===== config.mk =====
export PLATFORM = sky130hd
export DESIGN_NAME = multicycle_control
export DESIGN_NICKNAME = d
export VERILOG_FILES = /design/src/rtl/multicycle_control.sv
export SDC_FILE = /design/constraint.sdc
export NUM_CORES = 1
export LEC_CHECK = 0
export ABC_CLOCK_PERIOD_IN_PS = 3500
export CORE_MARGIN = 4
export CORE_UTILIZATION = 25
export CTS_CLUSTER_DIAMETER = 150
export DETAILED_ROUTE_END_ITERATION = 16
export GPL_ROUTABILITY_DRIVEN = 0
export PLACE_DENSITY = 0.6
export SLEW_MARGIN = 25
export SYNTH_ARGS = -nofsm -noshare
export SYNTH_HDL_FRONTEND = slang
export SYNTH_SLANG_ARGS = --single-unit

===== constraint.sdc =====
create_clock -name clk -period 3.5 [get_ports clk]
set_input_delay 0.525 -clock clk [delete_from_list [all_inputs] [get_ports clk]]
set_output_delay 0.525 -clock clk [all_outputs]
set_load 0.01 [all_outputs]

===== src/rtl/multicycle_control.sv =====
// Multicycle FETCH/DECODE/EXEC/MEM/WB sequencer with a memory-wait timeout.
// Optional: MULTICYCLE_CONTROL_ILLEGAL_TRAP_EN sends opcodes 7-E to a sticky TRAP state.
module multicycle_control #(
  parameter int unsigned MEM_TIMEOUT = 8
) (
  input  logic        clk,
  input  logic        rst_n,
  input  logic        instr_valid,
  input  logic [15:0] instr,
  output logic        instr_ready,
  input  logic        mem_ack,
  output logic        mem_req,
  output logic        mem_we,
  output logic [1:0]  alu_instr,
  output logic [2:0]  alu_ctrl,
  output logic        reg_we,
  output logic        pc_en,
  output logic        halted,
  output logic        err,
  output logic [2:0]  state_o
);

  localparam int unsigned CW = $clog2(MEM_TIMEOUT + 2);
  localparam logic [CW-1:0] TMO = CW'(MEM_TIMEOUT);

  typedef enum logic [2:0] {
    FETCH  = 3'd0,
    DECODE = 3'd1,
    EXEC   = 3'd2,
    MEM    = 3'd3,
    WB     = 3'd4,
    HALT   = 3'd5,
    TRAP   = 3'd6
  } state_t;

  state_t        state, state_nx;
  logic [3:0]    op_q, op_nx;
  logic [CW-1:0] cnt, cnt_nx;
  logic          err_nx;
  logic          st_done_q, st_done_nx;
  logic          active_q;
  logic          decode_nop;
  logic          unused_operand;

  assign unused_operand = ^instr[11:0];

  always_ff @(posedge clk or negedge rst_n) begin
    if (!rst_n) begin
      state     <= FETCH;
      op_q      <= '0;
      cnt       <= '0;
      err       <= 1'b0;
      st_done_q <= 1'b0;
      active_q  <= 1'b0;
    end else begin
      state     <= state_nx;
      op_q      <= op_nx;
      cnt       <= cnt_nx;
      err       <= err_nx;
      st_done_q <= st_done_nx;
      active_q  <= 1'b1;
    end
  end

`ifdef MULTICYCLE_CONTROL_ILLEGAL_TRAP_EN
  assign decode_nop = (op_q == 4'h0);
`else
  assign decode_nop = (op_q == 4'h0) || (op_q inside {[4'h7:4'hE]});
`endif

  always_comb begin
    state_nx   = state;
    op_nx      = op_q;
    cnt_nx     = '0;
    err_nx     = err;
    st_done_nx = 1'b0;
    case (state)
      FETCH: begin
        if (instr_valid && instr_ready) begin
          op_nx    = instr[15:12];
          state_nx = DECODE;
        end
      end
      DECODE: begin
        case (op_q)
          4'h0: state_nx = FETCH;
          4'hF: state_nx = HALT;
          4'h1, 4'h2, 4'h3, 4'h4, 4'h5, 4'h6: state_nx = EXEC;
          default: begin
`ifdef MULTICYCLE_CONTROL_ILLEGAL_TRAP_EN
            state_nx = TRAP;
            err_nx   = 1'b1;
`else
            state_nx = FETCH;
`endif
          end
        endcase
      end
      EXEC: state_nx = (op_q == 4'h5 || op_q == 4'h6) ? MEM : WB;
      MEM: begin
        // An ack in the cycle the count hits the limit still wins over the timeout.
        if (mem_ack) begin
          if (op_q == 4'h6) begin
            state_nx   = FETCH;
            st_done_nx = 1'b1;
          end else begin
            state_nx = WB;
          end
        end else if (cnt == TMO) begin
          state_nx = HALT;
          err_nx   = 1'b1;
        end else begin
          cnt_nx = cnt + CW'(1);
        end
      end
      WB:      state_nx = FETCH;
      HALT:    state_nx = HALT;
      TRAP:    state_nx = TRAP;
      default: state_nx = FETCH;
    endcase
  end

  always_comb begin
    alu_ctrl = '0;
    if (state == EXEC) begin
      case (op_q)
        4'h1, 4'h5, 4'h6: alu_ctrl = 3'b001;
        4'h2:             alu_ctrl = 3'b010;
        4'h3:             alu_ctrl = 3'b011;
        4'h4:             alu_ctrl = 3'b100;
        default:          alu_ctrl = '0;
      endcase
    end
  end

  // The store's PC advance is registered so mem_ack never reaches pc_en combinationally.
  assign instr_ready = active_q && (state == FETCH);
  assign mem_req     = (state == MEM);
  assign mem_we      = (state == MEM) && (op_q == 4'h6);
  assign alu_instr   = '0;
  assign reg_we      = (state == WB);
  assign pc_en       = ((state == DECODE) && decode_nop) || (state == WB) || st_done_q;
  assign halted      = (state == HALT) || (state == TRAP);
  assign state_o     = state;

endmodule


Word-level counts from Yosys, hierarchy flattened. Memory sizes are Yosys's and may differ from the RTL's. Index checks and enable logic that the tools add are counted.

Register bits after elaboration: 14. Memory bits (read-only): 48. Input port bits: 20. Output and inout port bits: 15. Word-level logic and storage cells: 56. Memories: 1.

Add/subtract/negate cells: 1. $lt $le $gt $ge: 2. Eq/ne operators: 15. Muxes and demuxes: 14. Bitwise logic cells: 1. Reductions and logical operators: 16.

Memories: (no name shown) (words 16, bits a word 3, read ports 1, clocked after Yosys merged registers in 0, write ports 0, RTL line 85) `case (op_q)`.

Operators with widths (number): 2-to-1 mux 3 bit (6); one-hot mux 3 bit (6 select lines) (1); == test 4 x 3 -> 1 bit, second input constant (3); 2-to-1 mux 4 bit (3); one-hot mux 3 bit (4 select lines) (1); == test 3 bit, second input constant (3); == test 4 x 2 -> 1 bit, second input constant (2); == test 3 x 2 -> 1 bit, second input constant (2); logical AND 1 bit (5); logical OR 1 bit (5); adder 4 x 1 -> 4 bit, second input constant (1); == test 4 x 1 -> 1 bit, second input constant (1); == test 4 bit, second input constant (1); >= comparator 4 x 3 -> 1 bit, second input constant (1); less-or-equal comparator 4 bit, second input constant (1); logical NOT 4 bit (1); AND reduction 2 bit (2); == test 3 x 1 -> 1 bit, second input constant (1); logical NOT 3 bit (1); 2-to-1 mux 1 bit (3); inequality test 3 x 2 -> 1 bit, second input constant (1); AND reduction 3 bit (1); OR reduction 3 bit (1); inequality test 2 bit, second input constant (1); NOT 1 bit (1).

Longest topological paths before layout. Gate-level depths: netlist (run 1).

Depth after elaboration: 6. Depth in mapped cells: 5. Gate-level depth less buffers: 5.

Worst setup path after synthesis (run 1). Ideal clock, no wire load.

Path kind: reg2out. Start: reg state[1], in the netlist state_o[1]. End: out pc_en. Data arrival time: 1.250 ns. Required time: 2.975 ns. Setup slack: 1.725 ns. Cell stages (with the launch flop): 4. Path buffers: 1. Cell sequence: dfrtp_1 buf_4 nor3b_1 a311o_1.

Elaborated cells on any way between the ends: 5. Those cells by class: eq/ne (2); reduce/logical (3).

RTL lines: start, declared (RTL line 36) `state_t state, state_nx;`; start signal, assigned (RTL line 56) `state <= state_nx;`; == test 3 bit; via reg_we (RTL line 16) `output logic reg_we,`; logical OR 1 bit (2 in a row) (RTL line 142) `assign pc_en = ((state == DECODE) && decode_nop) || (state == WB) || st_done_q;`; end, declared (RTL line 17) `output logic pc_en,`.

The timed path passes the listed nets, and every way through them passes these cells.

Final worst setup path (run 1).
Start: reg state[1], in the netlist state_o[1]. End: out alu_ctrl[2].

Longest elaborated chain between the ends: 2.

Ends and longest elaborated chain: == test 3 x 2 -> 1 bit (RTL line 125) `if (state == EXEC) begin`; 2-to-1 mux 3 bit (RTL line 125); end, declared (RTL line 15) `output logic [2:0] alu_ctrl,`.

No other way between the ends.

==> flow_summary.yaml, run 1 <==
timing:
  fmax_ghz: 0.397
  slew_viol_final: 0
  skew_ps: 3.53
  tightest_slew_ps: 641
  fin_crit_ps: 2520
  fin_crit_sh: 0.721
  fin_ws_ps: 978
  rsz0062_at_grt: "no"
  finalSetupViolations: 0
  slew-limit-headroom: 0.571
  hold_violations: 0
  tns_ps: 0
power:
  p_total_mw: 0.804
  ir_drop_v: 0.000176
  cellPowerDensity_nw_per_um2: 682
  p_leak_nw: 0.478
route:
  first_pass_iters: 4
  detailroute.via_count: 690
  first_iter_violations: 53
  wl_per_cell_um: 12.9
  drc: 0
  viasPerCell: 4.60
  drtAntennaViolNets: 0
  wl_um: 1940
setup_path:
  worstReg2RegEnd: "op_q[0]$_DFFE_PN0P_"
  critPathKind: "flip-flop to output port"
  crit_fanout: 15
  slowest_stage: "dfrtp_1"
  path_cells: "nor4b_2 > nand2_1 > nor3_2 > clkdlybuf4s50_1"
  setup.worst_path.start: "state_o[1]$_DFFE_PN0P_"
  worstSetupEndpointType: "output port"
  start_kind: "flip-flop"
  rrSetupSlack_ps: 1980
  slowest_delay_ps: 650
  reg2reg_from: "state_o[0]$_DFFE_PN0P_"
  arrival_ps: 2000
  critPathRequiredTime_ps: 2970
  r2r_cells: 3
run:
  maxCapViolCount: 0
grt:
  track_usage: 0.0933
  gr-total-overflow: 0
  grt_max_degree: 16
  antenna_found_initial: 0
  grt_first_pass_wirelength_um: 3240
  first_global_vias: 714
cts:
  clk-insertion-delay-late_ps: 250
  cts_buffers: 3
  post_cts_resized: 0
  cts.sinks: 14
  tritoncts: "done"
  cts_setup_buffers: 0
  cts_buffer_depth: 2
  path_clk_slew_ps: 60
  h-tree-depth: 1
  root_buffer: "clkbuf_8"
  cts_hold_buf: 0
cells_and_area:
  post-route-util: 0.342
  layout_commonest_cell: "clkdlybuf4s50_1"
  drive_above_1_share: 0.163
  final_cell_mix: "clkdlybuf4s50_1 (20), dfrtp_1 (14), nor2_1 (6), nand3_1 (6), nand2b_1 (5)"
  antenna_cells: 0
  final_nets: 127
  syn_to_final_growth_pct: 28.9
logic_synthesis:
  synth_edf_count: 0
  yosysTopAreaCellShare: 0.383
  ys_seq_elements: 14
  yosysWarningCount: 0
  ys_types: 37
  syn-instance-count: 87
  yosys-top-cells-area: "dfrtp_1 (38%), mux2_4 (6.6%), buf_4 (4.1%)"
  yosysTopAreaCell: "dfrtp_1"
  synth_area_per_cell_sq_um: 10.5
  synth_area_sq_um: 915
  synthFlopType: "dfrtp_1"
  synth_seq_area_share: 0.383
  async_flop_share: 1.00
min_path:
  hold_depth: 1
  hold_end: "err$_DFFE_PN0P_"
  hp-class: "flip-flop to flip-flop"
  min_from: "err$_DFFE_PN0P_"
die:
  die_width_um: 68.5
  core_sq_um: 3440
  pin_count: 35
  start_util: 0.266
  die_h_um: 68.5
  dieArea_sq_um: 4690
  num_rows: 21
placed_design:
  pre_cts_ws_ps: 1250
  dp.final_hpwl_um: 1480
  port_buffers: 20
outcome:
  status: "finished, final reports clean"
-- layout make-up --
type	instances	area, sq um
sequential	14	350
clock buffer	4	55.1
timing repair buffer	20	200
multi-input combinational	62	500
inverter	4	15.0
tap	46	57.6
fill	344	2260
-- metrics by stage --
step / std cells / instance area [sq um] / hold WS (ps)
after floorplan: 88 / 918 / 229
after global placement: 146 / 1120 / 471
after detailed placement: 146 / 1120 / 473
after CTS: 150 / 1180 / 489
after global routing: 150 / 1180 / 512
final: 150 / 1180 / 479
-- cells in the mapped netlist, drive strengths merged, types with 2 or more instances --
cell type,n
ha,2
nand4,2
a21boi,2
nor2,6
dfrtp,14
nand2,5
and2,3
nor3b,2
buf,8
nand3,6
xor2,3
mux2,4
conb,2
inv,4
nor4b,3
nand2b,6
-- sequential cells by signal, indices dropped and copies added (netlist names) --
name       cells
st_done_q      1
active_q       1
err            1
state_o        3
cnt            4
op_q           4
-- power by group --
part | total (mW) | internal (mW) | switching [mW]
Clock | 0.163 | 0.0999 | 0.0631
Combinational | 0.324 | 0.197 | 0.127
Sequential | 0.317 | 0.197 | 0.120
-- how the worst max path moves through the flow --
stage / to / slack, ps / depth (start not counted)
finish: alu_ctrl[2] / 980 / 4
global route: alu_ctrl[2] / 830 / 4
CTS: pc_en / 970 / 4
detailed placement: alu_ctrl[2] / 1250 / 4
global placement: alu_ctrl[2] / 1250 / 4
floorplan: pc_en / 1720 / 3
-- cell families after synthesis --
group                    count (synthesis)  share of synthesized area
AO/OA/AOI/OAI                           10                     0.0971
flip-flops                              14                      0.383
adder cells (fa/ha/maj)                  2                     0.0274
AND/OR/NAND/NOR                         39                      0.306
XOR/XNOR                                 4                     0.0383
other                                    2                    0.00821
buffers and inverters                   12                     0.0739
multiplexers                             4                     0.0657
-- metal layers --
layer | GRT usage | vias up | routed length (um)
met1 | 0.0975 | 324 | 774
li1 | - | 337 | -
met4 | 0.0596 | 0 | 70
met2 | 0.163 | 22 | 948
met3 | 0.0246 | 7 | 141
met5 | 0 | - | 0
-- worst max-delay path, delay by kind of cell (launching register included) --
family        cells  cell delay, ps
buf+inv           1             550
flops             1             650
simple gates      3             540
(Power assumes the default switching activity.)
==> run 2, diff against run 1 <==
--- a/config.mk
+++ b/config.mk
@@ -5,7 +5,7 @@
 export SDC_FILE = /design/constraint.sdc
 export NUM_CORES = 1
 export LEC_CHECK = 0
-export ABC_CLOCK_PERIOD_IN_PS = 3500
+export ABC_CLOCK_PERIOD_IN_PS = 2600
 export CORE_MARGIN = 4
 export CORE_UTILIZATION = 25
 export CTS_CLUSTER_DIAMETER = 150
==> constraint.sdc (replaced) <==
create_clock -name clk -period 2.6 [get_ports clk]
set_input_delay 0.39 -clock clk [delete_from_list [all_inputs] [get_ports clk]]
set_output_delay 0.39 -clock clk [all_outputs]
set_load 0.01 [all_outputs]
==> run 2 against run 1 <==
- sequential share of layout area is 0.37 points lower
- die area stayed put
- setup slack worse by 740 ps
- highest routed layer unchanged
- routed wire length is 1.7% lower
- clock-buffer cell count stayed put
- via count is 2.0% lower
- sequential cell count stayed put
- power is 36% higher
- global-route usage is 0.53 points lower
- final area is 1.3% higher
- sequential power is 22% higher
- cell count is 1.3% higher
==> flow_summary.yaml, run 2 (synthesized netlist as in run 1, its figures left out) <==
route:
  drtAntennaViolNets: 0
  first_iter_violations: 61
  viasPerCell: 4.45
  detailroute.via_count: 676
  first_pass_iters: 4
  drc: 0
  wl_per_cell_um: 12.5
  wl_um: 1900
cts:
  tritoncts: "done"
  h-tree-depth: 1
  cts_buffers: 3
  root_buffer: "clkbuf_8"
  path_clk_slew_ps: 60
  cts_setup_buffers: 0
  cts_buffer_depth: 2
  post_cts_resized: 0
  cts_hold_buf: 0
  cts.sinks: 14
  clk-insertion-delay-late_ps: 250
power:
  p_leak_nw: 0.488
  cellPowerDensity_nw_per_um2: 916
  ir_drop_v: 0.000273
placed_design:
  dp.cells: 148
  dp.final_hpwl_um: 1450
  port_buffers: 20
run:
  maxCapViolCount: 0
setup_path:
  critPathRequiredTime_ps: 2210
  worstSetupEndpointType: "output port"
  arrival_ps: 1980
  slowest_delay_ps: 530
  slowest_stage: "clkdlybuf4s50_1"
  critPathKind: "flip-flop to output port"
  start_kind: "flip-flop"
  crit_fanout: 10
  path_cells: "or3_1 > nand3_1 > a311o_1 > clkdlybuf4s50_1"
timing:
  tns_ps: 0
  hold_violations: 0
  rsz0062_at_grt: "no"
  tightest_slew_ps: 638
  skew_ps: 3.50
  fmax_ghz: 0.423
  slew-limit-headroom: 0.573
  fin_crit_sh: 0.910
  finalSetupViolations: 0
  fin_crit_ps: 2370
  slew_viol_final: 0
cells_and_area:
  layout_commonest_cell: "clkdlybuf4s50_1"
  final_cell_mix: "clkdlybuf4s50_1 (20), dfrtp_1 (14), nor2_1 (6), nand3_1 (6), nand2b_1 (5)"
  drive_above_1_share: 0.179
  stdcell_count: 152
  syn_to_final_growth_pct: 30.5
  regArea_sq_um: 350
  antenna_cells: 0
  fillers: 340
  final_nets: 129
  multi_input_area_sq_um: 500
  post-route-util: 0.347
die:
  die_h_um: 68.5
  dieArea_sq_um: 4690
  core_sq_um: 3440
  num_rows: 21
  pin_count: 35
  die_width_um: 68.5
  start_util: 0.266
grt:
  gr-total-overflow: 0
  first_global_vias: 665
  grt_first_pass_wirelength_um: 3050
  track_usage: 0.0880
  grt_max_degree: 15
  antenna_found_initial: 0
min_path:
  hp-class: "flip-flop to flip-flop"
outcome:
  status: "finished, final reports clean"
==> run 2: layout make-up <==
class / count / area share
clock buffers: 4 / 0.0461
multi-input cells: 62 / 0.419
flip-flops and latches: 14 / 0.294
repair buffers: 22 / 0.180
inverters: 4 / 0.0126
well taps: 46 / 0.0482
==> run 2: worst max-delay path, delay by kind of cell (launching register included) <==
family | cells | cell delay (ps)
DFF | 1 | 500
AOI/OAI and AO/OA | 1 | 170
and+or+nand+nor | 2 | 530
buffers and inverters | 1 | 530
==> run 2: path summary, 6_finish.rpt <==
kind                                             to  depth (start not counted)              startpoint  slack [ps]
worst min-delay path                err$_DFFE_PN0P_                          1         err$_DFFE_PN0P_         480
min in group asynchronous       st_done_q$_DFF_PN0_                          1                   rst_n         540
worst min register to register      err$_DFFE_PN0P_                          1         err$_DFFE_PN0P_         480
worst max-delay path                          pc_en                          4     op_q[1]$_DFFE_PN0P_         230
max in group asynchronous          cnt[2]$_DFF_PN0_                          1                   rst_n        1650
worst max register to register  op_q[3]$_DFFE_PN0P_                          3  state_o[0]$_DFFE_PN0P_        1100
==> run 2: per-layer routing <==
| metal | vias to the layer above | wire (um) | global-route usage |
|---|---|---|---|
| li1 | 335 | - | - |
| met1 | 319 | 829 | 0.0989 |
| met2 | 20 | 928 | 0.154 |
| met3 | 2 | 116 | 0.0197 |
| met4 | 0 | 28 | 0.0447 |
| met5 | - | 0 | 0 |
==> run 2: through the flow <==
| step | hold WS, ps | setup slack [ps] | instance area [sq um] | power (mW) |
|---|---|---|---|---|
| global placement | 471 | 517 | 1140 | 0.883 |
| global route | 514 | 158 | 1190 | 1.17 |
| detailed placement | 483 | 507 | 1140 | 0.887 |
| floorplan | 94.4 | 960 | 918 | 0.738 |
| finish | 481 | 234 | 1190 | 1.09 |
| CTS | 490 | 229 | 1190 | 1.11 |
==> run 2: report_power, final <==
group | switching, mW | total [mW] | internal [mW] | leakage [nW]
clock network | 0.0782 | 0.212 | 0.134 | 0.0288
registers | 0.122 | 0.388 | 0.266 | 0.183
logic | 0.210 | 0.493 | 0.282 | 0.276
==> run 3, diff against run 2 <==
--- a/config.mk
+++ b/config.mk
@@ -5,13 +5,13 @@
 export SDC_FILE = /design/constraint.sdc
 export NUM_CORES = 1
 export LEC_CHECK = 0
-export ABC_CLOCK_PERIOD_IN_PS = 2600
+export ABC_CLOCK_PERIOD_IN_PS = 2100
 export CORE_MARGIN = 4
-export CORE_UTILIZATION = 25
+export CORE_UTILIZATION = 39
 export CTS_CLUSTER_DIAMETER = 150
 export DETAILED_ROUTE_END_ITERATION = 16
 export GPL_ROUTABILITY_DRIVEN = 0
-export PLACE_DENSITY = 0.6
+export PLACE_DENSITY = 0.84
 export SLEW_MARGIN = 25
 export SYNTH_ARGS = -nofsm -noshare
 export SYNTH_HDL_FRONTEND = slang
==> constraint.sdc (replaced) <==
create_clock -name clk -period 2.1 [get_ports clk]
set_input_delay 0.315 -clock clk [delete_from_list [all_inputs] [get_ports clk]]
set_output_delay 0.315 -clock clk [all_outputs]
set_load 0.01 [all_outputs]
==> run 3 against run 2 <==
- sequential power up 6.4%
- utilization up 21 points
- clock power down 28%
- cell count down 5.3%
- sequential share of layout area down 0.61 points
- largest cell class unchanged
- highest routed layer unchanged
==> flow_summary.yaml, run 3 (synthesized netlist as in run 1, its figures left out) <==
cells_and_area:
  stdcell_count: 144
  final_nets: 140
  syn_to_final_growth_pct: 35.2
  final_cell_mix: "clkdlybuf4s50_1 (14), buf_4 (11), dfrtp_1 (10), nor2_1 (6), nand3_1 (6)"
  final_area_sq_um: 1240
  antenna_cells: 0
  drive_above_1_share: 0.284
  post-route-util: 0.559
  layout_commonest_cell: "clkdlybuf4s50_1"
timing:
  whs_ps: 419
  slew_viol_final: 0
  hold_violations: 0
  tightest_slew_ps: 633
  finalSetupViolations: 0
  rsz0062_at_grt: "yes"
  fin_crit_sh: 0.959
  slew-limit-headroom: 0.577
  fin_crit_ps: 2010
  tns_ps: 0
  skew_ps: 2.66
  fmax_ghz: 0.497
grt:
  antenna_found_initial: 0
  first_global_vias: 718
  gr-total-overflow: 0
  grt_first_pass_wirelength_um: 3190
  grt_max_degree: 15
  track_usage: 0.130
setup_path:
  critPathRequiredTime_ps: 1780
  setup.worst_path.start: "state_o[2]$_DFFE_PN0P_"
  reg2reg_from: "state_o[0]$_DFFE_PN0P_"
  crit_fanout: 4
  r2r_cells: 5
  worstSetupEndpointType: "output port"
  start_kind: "flip-flop"
  worstReg2RegEnd: "op_q[2]$_DFFE_PN0P_"
  critPathKind: "flip-flop to output port"
  rrSetupSlack_ps: 470
  arrival_ps: 1700
route:
  first_iter_violations: 7
  detailroute.via_count: 726
  viasPerCell: 5.04
  wl_um: 1960
  drtAntennaViolNets: 0
  wl_per_cell_um: 13.6
  first_pass_iters: 4
  drc: 0
die:
  pin_count: 35
  num_rows: 17
  die_width_um: 56.4
  start_util: 0.413
  dieArea_sq_um: 3180
  core_sq_um: 2210
  die_h_um: 56.4
placed_design:
  dp.final_hpwl_um: 1400
  port_buffers: 20
  place_area_sq_um: 1140
  dp.cells: 133
cts:
  clk-insertion-delay-late_ps: 280
  cts_buffer_depth: 2
  root_buffer: "clkbuf_4"
  cts_hold_buf: 0
  path_clk_slew_ps: 80
  tritoncts: "done"
  cts.sinks: 14
  h-tree-depth: 1
  cts_buffers: 3
power:
  ir_drop_v: 0.000495
  cellPowerDensity_nw_per_um2: 1100
  p_leak_nw: 0.581
outcome:
  status: "finished, final reports clean"
run:
  maxCapViolCount: 0
min_path:
  hp-class: "input pin to async pin"
==> run 3: cell type report <==
cell class | count | area, sq um
inverter | 4 | 15.0
tap | 28 | 35.0
multi-input combinational | 62 | 500
sequential | 14 | 355
clock buffer | 3 | 22.5
timing repair buffer | 33 | 308
fill | 212 | 976
==> run 3: per-layer routing <==
metal	up-vias	GRT usage	wire length, um
li1	361	-	-
met1	345	0.154	803
met2	15	0.213	1030
met3	5	0.0230	74
met4	0	0.0814	54
met5	-	0	0
==> run 3: power by group <==
group          internal (mW)  total [mW]  switching, mW
sequential             0.337       0.413         0.0766
clock                 0.0666       0.152         0.0851
combinational          0.430       0.789          0.360
total                  0.833        1.35          0.521
==> run 3: what timing repair did <==
item | 4_1_cts | 5_1_grt
endpoints found under the setup margin | 9 | 3
buffers inserted | 4 | 4
resized for setup | 7 | 3
gates cloned | 0 | 0
pin swaps | 0 | 0
==> run 3: worst max-delay path: stages (launching register included) <==
cell and delay [ps]:
dfrtp_2 450, nor2_1 110, nand3_1 110, nor3b_1 190, clkdlybuf4s50_1 560
==> run 3: metrics by stage <==
stage | power (mW) | worst slack [ps]
2_1_floorplan | 0.914 | 535
3_3_place_gp | 1.12 | 165
3_5_place_dp | 1.14 | 128
4_1_cts | 1.33 | 2.36
5_1_grt | 1.45 | -21.1
6_report | 1.35 | 86.3
==> run 3: worst max-delay path by stage <==
stage	to	slack, ps	cells after the start
5_1_grt	alu_ctrl[2]	-20	5
4_1_cts	mem_req	2	4
2_1_floorplan	pc_en	530	3
3_3_place_gp	pc_en	170	4
3_5_place_dp	alu_ctrl[2]	130	4
6_report	alu_ctrl[1]	90	4
